--- src/rtl/ordena_n_num_seq.sv ---
// ordena_n_num_seq
// Sorts a vector of N unsigned WIDTH-bit elements with an odd-even transposition
// network that is folded in time: one phase (compare/swap of disjoint neighbour
// pairs) per enabled cycle. It also counts the swaps performed.
//
// Ports
//   clk             sole clock, rising edge
//   rst             synchronous active-high reset
//   ena             phase enable; SORT stalls while low
//   cresc_ou_decres order select, latched on accept: 0 = ascending, 1 = descending
//   in_valid/in_ready     input handshake (ready only in IDLE)
//   desordenado[N-1:0]    unsorted input vector
//   out_valid/out_ready   output handshake (valid only in DONE)
//   ordenado[N-1:0]       internal array; index 0 = first in the selected order
//   n_trocas              saturating swap count for the current result
//
// Build option
//   ORDENA_EARLY_EXIT_EN  leave SORT after two consecutive enabled phases
//                         without a swap (the vector is then known sorted),
//                         or after N phases, whichever comes first.
module ordena_n_num_seq #(
  parameter int WIDTH = 8,
  parameter int N     = 8
) (
  input  logic                           clk,
  input  logic                           rst,
  input  logic                           ena,
  input  logic                           cresc_ou_decres,
  input  logic                           in_valid,
  output logic                           in_ready,
  input  logic [WIDTH-1:0]               desordenado [N-1:0],
  output logic                           out_valid,
  input  logic                           out_ready,
  output logic [WIDTH-1:0]               ordenado [N-1:0],
  output logic [$clog2(N*N/2+1)-1:0]     n_trocas
);

  localparam int CW = $clog2(N*N/2+1);
  localparam int PW = $clog2(N);

  localparam logic [1:0] S_IDLE = 2'd0;
  localparam logic [1:0] S_SORT = 2'd1;
  localparam logic [1:0] S_DONE = 2'd2;

  logic [1:0]       r_state;
  logic [WIDTH-1:0] r_arr [N-1:0];
  logic [PW-1:0]    r_phase;
  logic [CW-1:0]    r_cnt;
  logic             r_desc;
`ifdef ORDENA_EARLY_EXIT_EN
  logic             r_zero_prev;
`endif

  logic [WIDTH-1:0] w_next [N-1:0];
  logic [CW-1:0]    w_swaps;
  logic             w_last;
  logic             w_done;

  // Count saturates instead of wrapping so a huge value never reads as small.
  function automatic logic [CW-1:0] sat_add(input logic [CW-1:0] a,
                                            input logic [CW-1:0] b);
    logic [CW:0] s;
    s = {1'b0, a} + {1'b0, b};
    return s[CW] ? {CW{1'b1}} : s[CW-1:0];
  endfunction

  // One transposition phase. Even phase pairs (0,1),(2,3)...; odd phase pairs
  // (1,2),(3,4)... The pairs of a phase are disjoint, so they resolve in parallel.
  always_comb begin
    w_next  = r_arr;
    w_swaps = '0;
    for (int i = 0; i < N-1; i++) begin
      if (i[0] == r_phase[0]) begin
        if (r_desc ? (r_arr[i] < r_arr[i+1]) : (r_arr[i] > r_arr[i+1])) begin
          w_next[i]   = r_arr[i+1];
          w_next[i+1] = r_arr[i];
          w_swaps     = w_swaps + CW'(1);
        end
      end
    end
  end

  assign w_last = (r_phase == PW'(N-1));
`ifdef ORDENA_EARLY_EXIT_EN
  // A swap-free even phase followed by a swap-free odd phase (or vice versa)
  // checks every neighbour pair, so the array is already in order.
  assign w_done = w_last || ((w_swaps == '0) && r_zero_prev);
`else
  assign w_done = w_last;
`endif

  always_ff @(posedge clk) begin
    if (rst) begin
      r_state     <= S_IDLE;
      r_arr       <= '{default: '0};
      r_phase     <= '0;
      r_cnt       <= '0;
      r_desc      <= 1'b0;
`ifdef ORDENA_EARLY_EXIT_EN
      r_zero_prev <= 1'b0;
`endif
    end else begin
      case (r_state)
        S_IDLE: begin
          if (in_valid) begin
            r_arr       <= desordenado;
            r_desc      <= cresc_ou_decres;
            r_phase     <= '0;
            r_cnt       <= '0;
`ifdef ORDENA_EARLY_EXIT_EN
            r_zero_prev <= 1'b0;
`endif
            r_state     <= S_SORT;
          end
        end
        S_SORT: begin
          if (ena) begin
            r_arr       <= w_next;
            r_cnt       <= sat_add(r_cnt, w_swaps);
            r_phase     <= r_phase + PW'(1);
`ifdef ORDENA_EARLY_EXIT_EN
            r_zero_prev <= (w_swaps == '0);
`endif
            if (w_done) r_state <= S_DONE;
          end
        end
        S_DONE: begin
          // Returning to IDLE takes this whole cycle; nothing is accepted here.
          if (out_ready) r_state <= S_IDLE;
        end
        default: r_state <= S_IDLE;
      endcase
    end
  end

  assign in_ready  = (r_state == S_IDLE);
  assign out_valid = (r_state == S_DONE);
  assign ordenado  = r_arr;
  assign n_trocas  = r_cnt;

endmodule

--- config.mk ---
export PLATFORM = sky130hd
export DESIGN_NAME = ordena_n_num_seq
export DESIGN_NICKNAME = d
export VERILOG_FILES = /design/src/rtl/ordena_n_num_seq.sv
export SDC_FILE = /design/constraint.sdc
export NUM_CORES = 1
export LEC_CHECK = 0
export CAP_MARGIN = 10
export CORE_ASPECT_RATIO = 0.5
export CORE_UTILIZATION = 48
export DETAILED_ROUTE_END_ITERATION = 10
export GPL_TIMING_DRIVEN = 0
export PLACE_DENSITY = 0.84
export SKIP_LAST_GASP = 1
export SLEW_MARGIN = 20
export SYNTH_ARGS = -nofsm -noshare
export SYNTH_HDL_FRONTEND = slang
export SYNTH_SLANG_ARGS = --single-unit
--- constraint.sdc ---
create_clock -name clk -period 12.7 [get_ports clk]
set_clock_uncertainty 0.05 [all_clocks]
set_input_delay 2.54 -clock clk [delete_from_list [all_inputs] [get_ports clk]]
set_output_delay 2.54 -clock clk [all_outputs]
set_load 0.05 [all_outputs]
== Word level (Yosys, flattened, before mapping) ==
Index checks and enable logic that the tools add are counted.

* Latch bits: 0
* Memories kept: 0
* Output and inout port bits: 72
* Logic and storage cells: 101
* Memory bits (read-only): 0
* Input bits: 70
* Register bits after elaboration: 76
* RAM bits: 0

* Reductions and logical operators: 7
* Add/sub/neg operators: 8
* Multipliers: 0
* Div/mod/pow operators: 0
* Magnitude comparators: 14
* Mux-type cells: 50
* Shift operators: 0
* Eq/ne operators: 10
* Bitwise gates (word level): 0

{| class="wikitable"
|+ Operator list
! kind !! count
|-
| 2-to-1 mux 16 bit || 14
|-
| 2-to-1 mux 64 bit || 2
|-
| case mux 64 bit (2 select lines) || 1
|-
| 2-to-1 mux 6 bit || 16
|-
| > comparator 8 bit || 7
|-
| less-than comparator 8 bit || 7
|-
| adder 6 x 1 -> 6 bit, second input constant || 6
|-
| != test 2 bit, second input constant || 6
|-
| case mux 6 bit (2 select lines) || 1
|-
| AND reduction 5 bit || 2
|-
| 2-to-1 mux 1 bit || 8
|-
| 2-to-1 mux 2 bit || 4
|-
| adder 6 x 6 -> 7 bit || 1
|-
| 2-to-1 mux 3 bit || 2
|-
| case mux 2 bit (3 select lines) || 1
|-
| case mux 3 bit (2 select lines) || 1
|-
| AND reduction 4 bit || 1
|-
| adder 3 x 1 -> 3 bit, second input constant || 1
|-
| == test 3 bit, second input constant || 1
|-
| AND reduction 3 bit || 1
|-
| == test 2 x 1 -> 1 bit, second input constant || 1
|-
| == test 2 bit, second input constant || 1
|-
| logical NOT 2 bit || 1
|-
| != test 2 x 1 -> 1 bit, second input constant || 1
|-
| 2 further kinds || 2
|}

== Logic depth before layout (Yosys ltp) ==
* Depth in word-level cells: 26
* Gate-level depth with buffers: 28
* Mapped depth without buffers: 28

== Worst setup path after synthesis ==
No wires, ideal clock.

* Path type: reg-to-reg
* From: register r_arr, in the netlist ordenado[13]
* To: register r_cnt[0] (netlist: n_trocas[0])
* Arrival time: 5695 ps
* Period minus slack after synthesis: 5890 ps
* Setup time: 145 ps
* Data required time: 12505 ps
* Buffers on the path: 0
* Cell stages (with the launch flop): 29
* Setup slack: 6810 ps
* Cell sequence: dfxtp_1 -> inv_1 -> ha_1 -> a211o_1 -> a21o_1 -> nor4_1 -> nor3_4 -> xor2_2 -> nor2_1 -> a21oi_1 -> ha_1 -> nand2_1 -> o21bai_4 -> ha_1 -> mux2i_2 -> inv_1 -> ha_1 -> nand2_1 -> o21ai_1 -> ha_1 -> a22oi_1 -> o31ai_1 -> fa_1 -> a21oi_1 -> nor2_1 -> nor2_1 -> o21bai_1 -> a211oi_1 -> a211oi_1

* Cells in the longest elaborated chain, start to end: 26
* Elaborated cells on any way between the ends: 30
* Classes of those cells: add/sub (7); order compare (4); mux (19)

{| class="wikitable"
|+ Ends and longest elaborated chain
! element !! RTL line !! RTL
|-
| start, declared || 46 || <nowiki>logic [WIDTH-1:0] r_arr [N-1:0];</nowiki>
|-
| start signal, assigned || 106 || <nowiki>r_arr <= desordenado;</nowiki>
|-
| start signal, assigned || 118 || <nowiki>r_arr <= w_next;</nowiki>
|-
| > comparator 8 bit / less-than comparator 8 bit (equally long branches) || 74 || <nowiki>if (r_desc ? (r_arr[i] < r_arr[i+1]) : (r_arr[i] > r_arr[i+1])) begin</nowiki>
|-
| 2-to-1 mux 1 bit (2 in a row) || 74 ||
|-
| 2-to-1 mux 6 bit || 73 || <nowiki>if (i[0] == r_phase[0]) begin</nowiki>
|-
| adder 6 x 1 -> 6 bit || 77 || <nowiki>w_swaps = w_swaps + CW'(1);</nowiki>
|-
| 2-to-1 mux 6 bit || 74 ||
|-
| 2-to-1 mux 6 bit * || 73 ||
|-
| adder 6 x 1 -> 6 bit || 77 ||
|-
| 2-to-1 mux 6 bit || 74 ||
|-
| [9 not listed] || n/a ||
|-
| 2-to-1 mux 6 bit * || 73 ||
|-
| adder 6 x 1 -> 6 bit || 77 ||
|-
| 2-to-1 mux 6 bit || 74 ||
|-
| 2-to-1 mux 6 bit * || 73 ||
|-
| adder 6 x 6 -> 7 bit * || 63 || <nowiki>s = {1'b0, a} + {1'b0, b};</nowiki>
|-
| 2-to-1 mux 6 bit * || 64 || <nowiki>return s[CW] ? {CW{1'b1}} : s[CW-1:0];</nowiki>
|-
| 2-to-1 mux 6 bit * || 117 || <nowiki>if (ena) begin</nowiki>
|-
| case mux 6 bit (2 select lines) * || 103 || <nowiki>case (r_state)</nowiki>
|-
| end signal, assigned || 119 || <nowiki>r_cnt <= sat_add(r_cnt, w_swaps);</nowiki>
|-
| end, declared || 48 || <nowiki>logic [CW-1:0] r_cnt;</nowiki>
|}

Mark *: on every way between the ends. The rest lies on a longest branch, timed or not. The select of a mux whose other input is x is not followed.
A chain may end at the register's enable or synchronous reset.

== Worst setup path after layout ==
* From: register r_arr, in the netlist ordenado[31]
* To: register r_cnt[2] (netlist: n_trocas[2])

* Cells in the longest elaborated chain, start to end: 20
* Elaborated cells on any way between the ends: 24
* Classes of those cells: add/sub (5); order compare (4); mux (15)

{| class="wikitable"
|+ Ends and longest elaborated chain
! element !! RTL line
|-
| > comparator 8 bit / less-than comparator 8 bit (equally long branches) || 74
|-
| 2-to-1 mux 1 bit || 74
|-
| 2-to-1 mux 6 bit || 74
|-
| 2-to-1 mux 6 bit || 73
|-
| adder 6 x 1 -> 6 bit || 77
|-
| 2-to-1 mux 6 bit || 74
|-
| 2-to-1 mux 6 bit * || 73
|-
| adder 6 x 1 -> 6 bit || 77
|-
| [4 not listed] || n/a
|-
| 2-to-1 mux 6 bit * || 73
|-
| adder 6 x 1 -> 6 bit || 77
|-
| 2-to-1 mux 6 bit || 74
|-
| 2-to-1 mux 6 bit * || 73
|-
| adder 6 x 6 -> 7 bit * || 63
|-
| 2-to-1 mux 6 bit * || 64
|-
| 2-to-1 mux 6 bit * || 117
|-
| case mux 6 bit (2 select lines) * || 103
|}

Marked as above.

==> metrics.md <==
| Metric | Value |
|---|---|
| Reg clk slew, reported paths | 60 ps |
| CTS Root Cell | clkbuf_16 |
| Core region area | 12,700 sq um |
| Global-route wire length before repair | 35,000 um |
| CP required | 12,840 ps |
| Register area share after synthesis | 24.4% |
| Critical Path Start | ordenado[31] |
| Layout area overhead | 30.9% |
| Maximum fanout along the worst path | 6 |
| Wirelength per Cell | 20.5 um |
| CTS Sinks | 76 |
| EDFF count, synth | 0 |
| Vias | 7,270 |
| Count leader, synth | a21oi_1 |
| Placed Instance Area | 7870 sq um |
| GRT Overall Usage | 33.6% |
| Unrepaired setup endpoints after global routing | false |
| Cts bufs inserted | 9 |
| Post-CTS resize count | 0 |
| Peak Freq | 158 MHz |
| Startpoint types | flip-flop |
| Yosys reg bits | 76 |
| DIE AREA | 13,500 sq um |
| HP Start | r_state[1] |
| Slew @ Worst Pin | 795 ps |
| Multi-input logic area | 4250 sq um |
| Fin. Hold Viols | 0 |
| Final net count | 1,095 |
| Num ports | 142 |
| Die H | 82.7 um |
| Placed cell count | 1,115 |
| Initial antenna violation count | 0 |
| DR DRC count | 0 |
| Die W | 163 um |
| # rows | 29 |
| Reg area | 1520 sq um |
| Hold WS | 464 ps |
| Layout cells sized above 1 | 6.04% |
| Commonest cells in the netlist | a21oi_1 (93), dfxtp_1 (76), nor2_1 (71), ha_1 (68), inv_1 (66) |
| CP endpoint kind | flip-flop |
| Crit path DAT | 6480 ps |
| Fin crit share | 50.0% |
| R2R Path Start | ordenado[31] |
| Yosys cell types | 72 |
| Finish-stage setup viols | 0 |
| Antenna diode count | 0 |
| Mapped Cells | 803 |
| Top post-synthesis cells by area | dfxtp_1 (24%), ha_1 (14%), a21oi_1 (7.5%) |
| Yosys top cell by area | dfxtp_1 |
| Run status | completed |
| Fin cells | 1,131 |
| Layout Cell Area excl Fill | 8180 sq um |
| Rel. slew slack | 46.7% |
| Hold-fix buffers, CTS | 0 |
| Fillers | 1,126 |
| Pwr Density | 176 nW/um^2 |
| Initial DRC count | 783 |
| DP HPWL | 17,800 um |
| CTS tree | done |
| Setup TNS | 0 ps |
| Largest net degree at the start of global routing | 14 |
| Vias/cell | 6.43 |
| Total of max-cap violations | 0 |
| Async SR Flop Fraction | 0% |
| H-tree depth | 3 |
| Grt ovf | 0 |
| Clk_lat worst skew | 350 ps |
| Setup bufs post-CTS | 0 |
| Synth warnings | 0 |
| Final Max Tran Viols | 0 |
| Yosys top cell area share | 24.4% |
| Initial Util | 49.3% |
| Mean post-synth cell area | 7.78 sq um |
| Vias in the first global route | 6,610 |
| Commonest register cell after synthesis | dfxtp_1 |
| Peak VDD IR | 82.8 uV |
| Pleak | 3.13 nW |
| Clock Path Buffers | 2 |
| Post-DRT Antenna Nets | 0 |
| Drt first pass iters | 6 |
| Period minus WS final | 6350 ps |
| Synthesized cell area | 6240 sq um |
| Gp weighted congestion | 0.942 |
| Post-Route WL | 23,100 um |
| Min-delay worst type | reg2reg |
| # port buffers | 141 |
| WS Path Type | reg2reg |
through the flow:
| stage | worst slack, ps | utilization [%] | total power, W |
|---|---|---|---|
| after global placement | 6610 | 62.2 | 0.00111 |
| after CTS | 6450 | 64.6 | 0.00141 |
| after floorplan | 6810 | - | 0.000902 |
| final | 6350 | 64.6 | 0.00144 |
| after detailed placement | 6520 | 62.2 | 0.00114 |
| after global routing | 5870 | 64.6 | 0.00151 |
worst paths after layout:
check | to | slack [ps] | depth (start not counted)
worst min register to register | r_state[0] | 460 | 1
worst max register to register | n_trocas[2] | 6350 | 27
worst min-delay path | r_state[0] | 460 | 1
worst max-delay path | n_trocas[2] | 6350 | 27
cell families after synthesis:
family	after synthesis	share of synthesized area [%]
flip-flops	76	24.4
AND/OR/NAND/NOR	215	16.9
AO/OA/AOI/OAI	302	33.7
adder cells (fa/ha/maj)	69	13.9
buffers and inverters	119	7.63
multiplexers	11	1.82
XOR/XNOR	10	1.52
other	1	0.0601
sequential cells by signal, indices dropped and copies added, names as in the netlist:
register,cells
r_phase,3
r_state,2
n_trocas,6
r_desc,1
ordenado,64
power breakdown:
part,internal (W),switching [W]
sequential,0.000273,0.0000635
clock,0.000158,0.000114
combinational,0.000310,0.000517
total,0.000741,0.000694
cell type report:
class                   count  share of cell area [%]
multi-input cells         609                    52.0
flip-flops and latches     76                    18.6
repair buffers            141                    17.3
inverters                  66                    3.03
clock buffers              11                    2.97
plain buffers              53                    2.80
well taps                 170                    2.60
clock inverters             5                   0.750
routing by layer:
metal	part of all wire, %	track usage, %
met5	0	0
met2	43	52.2
met3	11	9.04
met4	1.9	9.91
met1	43	45.6
worst max-delay path, cell delays in order, from the launching register on:
cell and delay (ps):
dfxtp_1 460, inv_1 160, ha_1 340, a21oi_1 150, o21ai_0 170, o311ai_4 540
xor2_2 290, nor2_1 60, a21oi_1 140, ha_1 250, nand2_1 110, o21bai_4 80
ha_1 300, mux2i_2 240, inv_1 80, ha_1 290, nand2_1 70, o21ai_1 60
ha_1 270, a22oi_1 170, o31ai_1 140, fa_1 440, a21oi_1 140, nor2_1 60
nor2_1 150, o21bai_1 90, a211oi_1 690, a211oi_1 160
placed cells by master, fill, tap and decap left out, drive strengths merged, types with 25 or more instances in the layout:
master,synthesis,final
clkdlybuf4s50,0,141
o31ai,25,25
nor2,72,72
ha,68,68
nand2,39,39
a21oi,94,94
dfxtp,76,76
inv,66,66
nor3,42,42
a211oi,43,43
clkbuf,33,44
Note: power is estimated with default switching activity, not from simulation.
